`src/rtl/telemetry_tx.sv`:
```
// Buffered serial telemetry transmitter: 8-entry sample FIFO feeding an
// 11-bit frame (start, 8 data LSB first, even parity, stop) on a registered tx line.
module telemetry_tx #(
  parameter int CLKS_PER_BIT = 4,
  parameter int FIFO_DEPTH   = 8
) (
  input  logic       clk,
  input  logic       reset,
  input  logic [7:0] sample_in,
  input  logic       sample_valid,
  output logic       sample_ready,
  output logic       tx,
  output logic       busy,
  output logic [3:0] fifo_count,
  output logic       overflow
);

  // state  | meaning
  // IDLE   | line high, waiting for a buffered sample
  // START  | start bit (low)
  // DATA   | eight data bits, LSB first
  // PARITY | even parity over the data byte
  // STOP   | stop bit (high); pops the next sample at its end if one is waiting
  typedef enum logic [2:0] {IDLE, START, DATA, PARITY, STOP} state_t;

  localparam logic [7:0] BIT_LOAD = 8'(CLKS_PER_BIT - 1);
  localparam logic [3:0] DEPTH    = 4'(FIFO_DEPTH);

  state_t     state, state_next;
  logic [7:0] mem [FIFO_DEPTH];
  logic [2:0] wr_ptr, rd_ptr;
  logic [7:0] bit_cnt;
  logic [2:0] bit_idx, bit_idx_next;
  logic [7:0] frame_data, data_next;
  logic       bit_tc, push, pop, tx_next;

  assign sample_ready = (fifo_count < DEPTH);
  assign push         = sample_valid & sample_ready;
  assign bit_tc       = (bit_cnt == 8'd0);

  always_ff @(posedge clk) begin
    if (reset) state <= IDLE;
    else       state <= state_next;
  end

  always_comb begin
    state_next = state;
    case (state)
      IDLE:    if (fifo_count != 4'd0) state_next = START;
      START:   if (bit_tc) state_next = DATA;
      DATA:    if (bit_tc && bit_idx == 3'd7) state_next = PARITY;
      PARITY:  if (bit_tc) state_next = STOP;
      STOP:    if (bit_tc) state_next = (fifo_count != 4'd0) ? START : IDLE;
      default: state_next = IDLE;
    endcase
  end

  // tx is computed from the upcoming state so the registered line lines up with it
  always_comb begin
    busy         = (state != IDLE);
    pop          = (fifo_count != 4'd0) && ((state == IDLE) || (state == STOP && bit_tc));
    data_next    = pop ? mem[rd_ptr] : frame_data;
    bit_idx_next = bit_idx;
    if (pop)                        bit_idx_next = 3'd0;
    else if (state == DATA && bit_tc) bit_idx_next = bit_idx + 3'd1;
    tx_next = 1'b1;
    case (state_next)
      IDLE:    tx_next = 1'b1;
      START:   tx_next = 1'b0;
      DATA:    tx_next = data_next[bit_idx_next];
      PARITY:  tx_next = ^frame_data;
      STOP:    tx_next = 1'b1;
      default: tx_next = 1'b1;
    endcase
  end

  always_ff @(posedge clk) begin
    if (reset) begin
      tx         <= 1'b1;
      bit_cnt    <= 8'd0;
      bit_idx    <= 3'd0;
      frame_data <= 8'd0;
      wr_ptr     <= 3'd0;
      rd_ptr     <= 3'd0;
      fifo_count <= 4'd0;
      overflow   <= 1'b0;
    end else begin
      tx         <= tx_next;
      bit_idx    <= bit_idx_next;
      frame_data <= data_next;
      if (state_next == IDLE)          bit_cnt <= 8'd0;
      else if (state == IDLE || bit_tc) bit_cnt <= BIT_LOAD;
      else                             bit_cnt <= bit_cnt - 8'd1;
      if (push) wr_ptr <= wr_ptr + 3'd1;
      if (pop)  rd_ptr <= rd_ptr + 3'd1;
      case ({push, pop})
        2'b10:   fifo_count <= fifo_count + 4'd1;
        2'b01:   fifo_count <= fifo_count - 4'd1;
        default: fifo_count <= fifo_count;
      endcase
      if (sample_valid && !sample_ready) overflow <= 1'b1;
    end
  end

  always_ff @(posedge clk) begin
    if (!reset && push) mem[wr_ptr] <= sample_in;
  end

endmodule

```
`config.mk`:
```
export PLATFORM = sky130hd
export DESIGN_NAME = telemetry_tx
export DESIGN_NICKNAME = d
export VERILOG_FILES = /design/src/rtl/telemetry_tx.sv
export SDC_FILE = /design/constraint.sdc
export NUM_CORES = 1
export LEC_CHECK = 0
export BUFFER_PORTS_ARGS = -buffer_cell sky130_fd_sc_hd__buf_2
export CAP_MARGIN = 30
export CORE_MARGIN = 5
export CORE_UTILIZATION = 43
export DETAILED_ROUTE_END_ITERATION = 12
export PLACE_DENSITY = 0.66
export SLEW_MARGIN = 25
export SYNTH_ARGS = -nofsm -noshare
export SYNTH_HDL_FRONTEND = slang
export SYNTH_SLANG_ARGS = --single-unit
```
`constraint.sdc`:
```
create_clock -name clk -period 3.8 [get_ports clk]
set_clock_uncertainty 0.2 [all_clocks]
set_input_delay 0.19 -clock clk [delete_from_list [all_inputs] [get_ports clk]]
set_output_delay 0.19 -clock clk [all_outputs]
set_load 0.1 [all_outputs]
```
## After elaboration in Yosys (flattened, before gate mapping)

Memories as Yosys holds them, arrays and structs flattened. A register that Yosys moved wholly into a read port is not among the register bits.
Index checks and enable logic that the tools add are counted.

| word-level totals | value |
|---|---|
| bits in read-only memories | 0 |
| latch bits | 0 |
| input bits | 11 |
| memories | 1 |
| output and inout bits | 8 |
| bits in writable memories | 64 |
| flip-flop bits (word level) | 34 |

| operators by class | value |
|---|---|
| order comparisons | 2 |
| eq/ne operators | 10 |
| divide/modulo/power cells | 0 |
| bitwise logic cells | 1 |
| reduce and logical (&&, ||, !) cells | 19 |
| shifts and indexed selects | 0 |
| $mul | 0 |
| multiplexer cells | 19 |
| $add $sub $neg | 6 |

Memory list:

| memory | depth | bits a word | read ports | clocked after Yosys merged registers in | write ports | RTL line | RTL |
|---|---|---|---|---|---|---|---|
| mem | 8 | 8 | 1 | 1 | 1 | 30 | `logic [7:0] mem [FIFO_DEPTH];` |

Operator list:

| kind | number |
|---|---|
| two-way mux 3 bit | 9 |
| one-hot mux 3 bit (5 select lines) | 1 |
| == test 3 x 2 -> 1 bit, second input constant | 4 |
| adder 3 x 1 -> 3 bit, second input constant | 3 |
| zero test 8 bit | 1 |
| two-way mux 8 bit | 1 |
| one-hot mux 4 bit (2 select lines) | 1 |
| parity 8 bit | 1 |
| subtractor 8 x 1 -> 8 bit, second input constant | 1 |
| == test 3 x 1 -> 1 bit, second input constant | 2 |
| == test 3 bit, second input constant | 2 |
| logical AND 1 bit | 6 |
| zero test 3 bit | 2 |
| adder 4 x 1 -> 4 bit, second input constant | 1 |
| < comparator 3 x 4 -> 1 bit, second input constant | 1 |
| < comparator 4 bit, second input constant | 1 |
| two-way mux 1 bit | 4 |
| nonzero test 4 bit | 1 |
| subtractor 4 x 1 -> 4 bit, second input constant | 1 |
| binary-select mux 1 bit (select 3 bit) | 1 |
| one-hot mux 1 bit (3 select lines) | 1 |
| nonzero test 3 bit | 1 |
| OR reduction 3 bit | 1 |
| == test 2 x 1 -> 1 bit, second input constant | 1 |
| 7 further kinds | 9 |

## Longest topological paths before layout

| depth | value |
|---|---|
| word-level depth | 8 |
| depth in mapped cells | 13 |

## Worst setup path before layout

No wires, ideal clock.

| timing path | value |
|---|---|
| kind | register -> register |
| from | reg fifo_count[3] |
| to | reg fifo_count[3] |
| cell stages (with the launch flop) | 12 |
| setup slack | 281 ps |
| library setup time | 71 ps |
| data arrival time | 3248 ps |
| buffers on the path | 1 |
| path through | dfxtp_1 nor4_1 nand2b_1 a21oi_2 clkbuf_1 ha_1 ha_1 a21o_1 a21oi_1 xnor2_1 or3_1 a21oi_1 |

| between the ends | value |
|---|---|
| word-level cells in the longest chain between the ends | 4 |

Ends and longest elaborated chain:

| what | RTL line | RTL |
|---|---|---|
| from (decl) | 14 | `output logic [3:0] fifo_count,` |
| from (signal assigned) | 97 | `2'b10: fifo_count <= fifo_count + 4'd1;` |
| from (signal assigned) | 98 | `2'b01: fifo_count <= fifo_count - 4'd1;` |
| from (signal assigned) | 99 | `default: fifo_count <= fifo_count;` |
| < comparator 4 bit or nonzero test 4 bit (tied branches) | 37, 61 |  |
| AND 1 bit or logical AND 1 bit (tied branches) | 38, 61 |  |
| == test 2 x 1 -> 1 bit or == test 2 bit (tied branches) | 96 | `case ({push, pop})` |
| one-hot mux 4 bit (2 select lines) or nonzero test 2 bit (tied branches) | -- |  |

Several ways; a longest one is shown, not always the timed one.
A chain may end at the register's enable or synchronous reset.

## Worst setup path after layout

| timing path | value |
|---|---|
| from | reg bit_cnt[2] |
| to | reg fifo_count[3] |

| between the ends | value |
|---|---|
| word-level cells in the longest chain between the ends | 6 |

Ends and longest elaborated chain:

| what | RTL line | RTL |
|---|---|---|
| from (decl) | 32 | `logic [7:0] bit_cnt;` |
| from (signal assigned) | 93 | `else bit_cnt <= bit_cnt - 8'd1;` |
| zero test 8 bit (*) | 39 | `assign bit_tc = (bit_cnt == 8'd0);` |
| logical AND 1 bit (*) | 61 | `pop = (fifo_count != 4'd0) && ((state == IDLE) \|\| (state == STOP && bit_tc));` |
| logical OR 1 bit (*) | 61 |  |
| logical AND 1 bit (*) | 61 |  |
| == test 2 x 1 -> 1 bit or == test 2 bit (tied branches) | 96 |  |
| one-hot mux 4 bit (2 select lines) or nonzero test 2 bit (tied branches) | -- |  |

Every way passes the cells marked *; elsewhere a longest branch is shown, timed or not.

==> summary.txt <==
Placed design
  – Pre-CTS setup slack: 748 ps
  – I/O Buffers: 18
  – Post-DP HPWL: 5.08 mm
  – RD Place Congestion: 0.794

Final layout
  – Core Util, Final: 50.5%
  – P&R area growth vs syn: 13.7%
  – Final Net Count: 370
  – Layout cells sized above 1: 21.5%
  – Antenna cells: 0
  – Filler Cells Inserted: 858

Logic synthesis
  – XOR/XNOR Fraction of Synth Area: 4.22%
  – Mapped Avg Cell Area: 13.7 sq um
  – Mux share of post-synthesis cell area: 11.1%
  – Syn nets: 340
  – Largest cells by area after synthesis: edfxtp_1, dfxtp_1, mux4_2
  – Main synth FF type: edfxtp_1
  – Synth cell types: 53
  – Asr flop ratio synth: 0%
  – Synth warn: 0
  – Top-area cell type share of the netlist area: 44.1%
  – Largest area contributor in the synthesized netlist: edfxtp_1
  – Synthesis-stage register bit count: 101
  – Sequential-to-total area share from yosys stat: 61.0%
  – Largest family of logic cells by synthesized area: simple AND/OR/NAND/NOR gates
  – Synth Area in Adders: 3.04%
  – Post-synth EDFFs: 64
  – Synth Area in Compound Gates: 6.40%
  – Post-synthesis simple-gate area fraction: 11.5%
  – Post-Syn Instances: 319
  – Cell area after synthesis: 0.00436 sq mm

Detailed routing
  – DRT iter0 DRCs: 125
  – DRT antenna net count: 0
  – DRC: 0
  – Drt via density: 5.36
  – Wirelength, routed: 7.80 mm
  – Router iterations before antenna repair: 4
  – Routed WL per cell: 16.0 um
  – Detailed-route via count: 2,609

Worst setup path
  – Worst Setup Path Type: register to register
  – Slowest cell on crit path: nor4_1
  – Crit path max fanout: 5
  – Critical path arrival: 3120 ps
  – Crit-path max cell delay: 580 ps
  – Worst setup EP type: register
  – Worst path required time: 3890 ps
  – CP cell instances: nor4_1, nand2_1, a21oi_2, ha_1, ha_1, a21o_1, a21oi_1, xnor2_1, or3_1, a21oi_1
  – Crit start category: register
  – Worst Path Buf+Inv: 0
  – Reg2reg setup slack: 770 ps
  – Critical path's top delay family: simple AND/OR/NAND/NOR gates

Floorplanning
  – Starting Density: 44.4%
  – Die Ht: 111 um
  – Core Area: 0.00982 sq mm
  – # IOs: 19
  – Die area: 0.0123 sq mm
  – FP Rows: 36
  – Die W: 111 um

CTS
  – Setup Buffers After CTS: 0
  – H-Tree Depth: 3
  – Num CTS Buffers: 9
  – CTS tree: done
  – Worst-Skew Late Latency: 360 ps
  – Worst-path clk slew: 110 ps
  – Root Buffer: clkbuf_8
  – Clock Tree Buf Depth: 2
  – CTS Sinks: 101

Global routing
  – Initial antenna violation count: 0
  – GRT Resource Usage Total: 13.4%
  – Vias in the first global route: 2,582
  – Largest net degree at the start of global routing: 35
  – Grt ovf: 0
  – First-pass GRT wire length: 13.0 mm

Timing
  – Post-layout minimum cycle time: 3030 ps
  – Slew margin rel.: 37.1%
  – Worst setup margin: 773 ps
  – Final setup viols: 0
  – Setup_tns: 0 ps
  – FMAX: 0.330 GHz
  – RSZ-0062 raised after global routing: false
  – Worst slew pin tran: 940 ps
  – Fin crit share: 79.7%
  – Slew Viols, Final: 0
  – Final Hold Fails: 0

Pwr
  – Pwr/cell area: 782 mW/mm^2
  – Leakage: 0.00169 uW
  – Worst vdd ir: 0.000364 V

Worst hold path
  – HP Class: input pin to register

Run
  – Maxcap violations: 0

Status
  – Run status: completed
[through the flow]
stage | cell area (sq um) | hold WS (ps) | instances | total power [uW]
floorplan | 4360 | 88.9 | 319 | 2820
global placement | 4620 | 235 | 462 | 3080
detailed placement | 4620 | 241 | 462 | 3110
CTS | 4960 | 128 | 487 | 3920
global route | 4960 | 152 | 487 | 4150
finish | 4960 | 144 | 487 | 3880
[path summary, 6_finish.rpt]
kind / from / endpoint / cells after the start
max reg2reg: bit_cnt[2] / fifo_count[3] / 10
min: reset / state[1] / 2
max: bit_cnt[2] / fifo_count[3] / 10
min reg2reg: overflow / overflow / 2
[sequential cells by signal, summed over array words and instances, names as in the netlist, named ones only]
name	count
wr_ptr	3
mem	64
tx	1
fifo_count	4
bit_cnt	8
state	3
frame_data	8
bit_idx	3
rd_ptr	3
overflow	1
[per-layer routing]
layer / GRT usage (%) / vias to the layer above / part of all wire, %
met5: 0 / - / 0
met4: 4.68 / 0 / 2.0
met3: 3.49 / 18 / 4.0
met2: 21.8 / 51 / 47
met1: 17.4 / 1281 / 46
li1: - / 1259 / -
[layout by cell type, fill, tap and decap left out, drive strengths merged, types with 3 or more instances in the layout]
master / synthesis / routed
edfxtp: 64 / 64
dfxtp: 37 / 37
nor2: 34 / 34
buf: 6 / 27
mux4: 16 / 16
xnor2: 15 / 15
nand2: 13 / 13
inv: 9 / 12
mux2i: 10 / 10
a211oi: 9 / 9
ha: 9 / 9
clkbuf: 11 / 9
dlygate4sd3: 0 / 9
nor3: 7 / 7
a21oi: 7 / 7
a31oi: 6 / 6
xor2: 6 / 6
nor4: 6 / 6
nor3b: 4 / 4
nor2b: 4 / 4
or4: 4 / 4
nand2b: 3 / 3
nand3: 3 / 3
o21ai: 3 / 3
a21boi: 3 / 3
nor4b: 3 / 3
[layout make-up]
class,instances,area [sq um],share of cell area [%]
flip-flops and latches,101,2660,53.7
clock buffers,9,124,2.50
repair buffers,36,248,5.00
multi-input cells,192,1600,32.3
clock inverters,7,124,2.50
inverters,9,33.8,0.681
well taps,133,166,3.36
[synth_stat cells, types with 3 or more instances]
master / count
nand3_1: 3
xor2_1: 6
ha_1: 9
nor4b_1: 3
o21ai_0: 3
a21boi_0: 3
edfxtp_1: 64
a31oi_1: 6
nor2b_1: 4
inv_1: 9
a21oi_1: 6
nor2_1: 34
nor3_1: 7
nand2_1: 13
nor3b_1: 4
mux4_2: 16
nand2b_1: 3
a211oi_1: 9
xnor2_1: 15
mux2i_1: 10
nor4_1: 6
dfxtp_1: 37
clkbuf_1: 11
[worst reg2reg max path: stages, from the launching register on]
cell and delay [ps]:
dfxtp_1 360, nor4_1 580, nand2_1 270, a21oi_2 230
ha_1 220, ha_1 240, a21o_1 170, a21oi_1 160
xnor2_1 90, or3_1 300, a21oi_1 130
[power by group]
part           switching (uW)  internal [uW]
clock network             400            393
logic                     971            643
registers                 149           1320
total                    1520           2360
[cells by family (layout without fill, tap and decap cells)]
| group | count (synthesis) | after routing |
|---|---|---|
| compound gates | 39 | 39 |
| xor+xnor | 21 | 21 |
| buf+inv | 26 | 61 |
| fa+ha+maj | 10 | 10 |
| mux | 28 | 28 |
| flops | 101 | 101 |
| simple gates | 94 | 94 |
[repair_timing]
item,in CTS,in global routing
endpoints found under the setup margin,0,0
resized for setup,0,0
endpoints found under the hold margin,65,0
hold buffers,9,0
(Power assumes the default switching activity.)
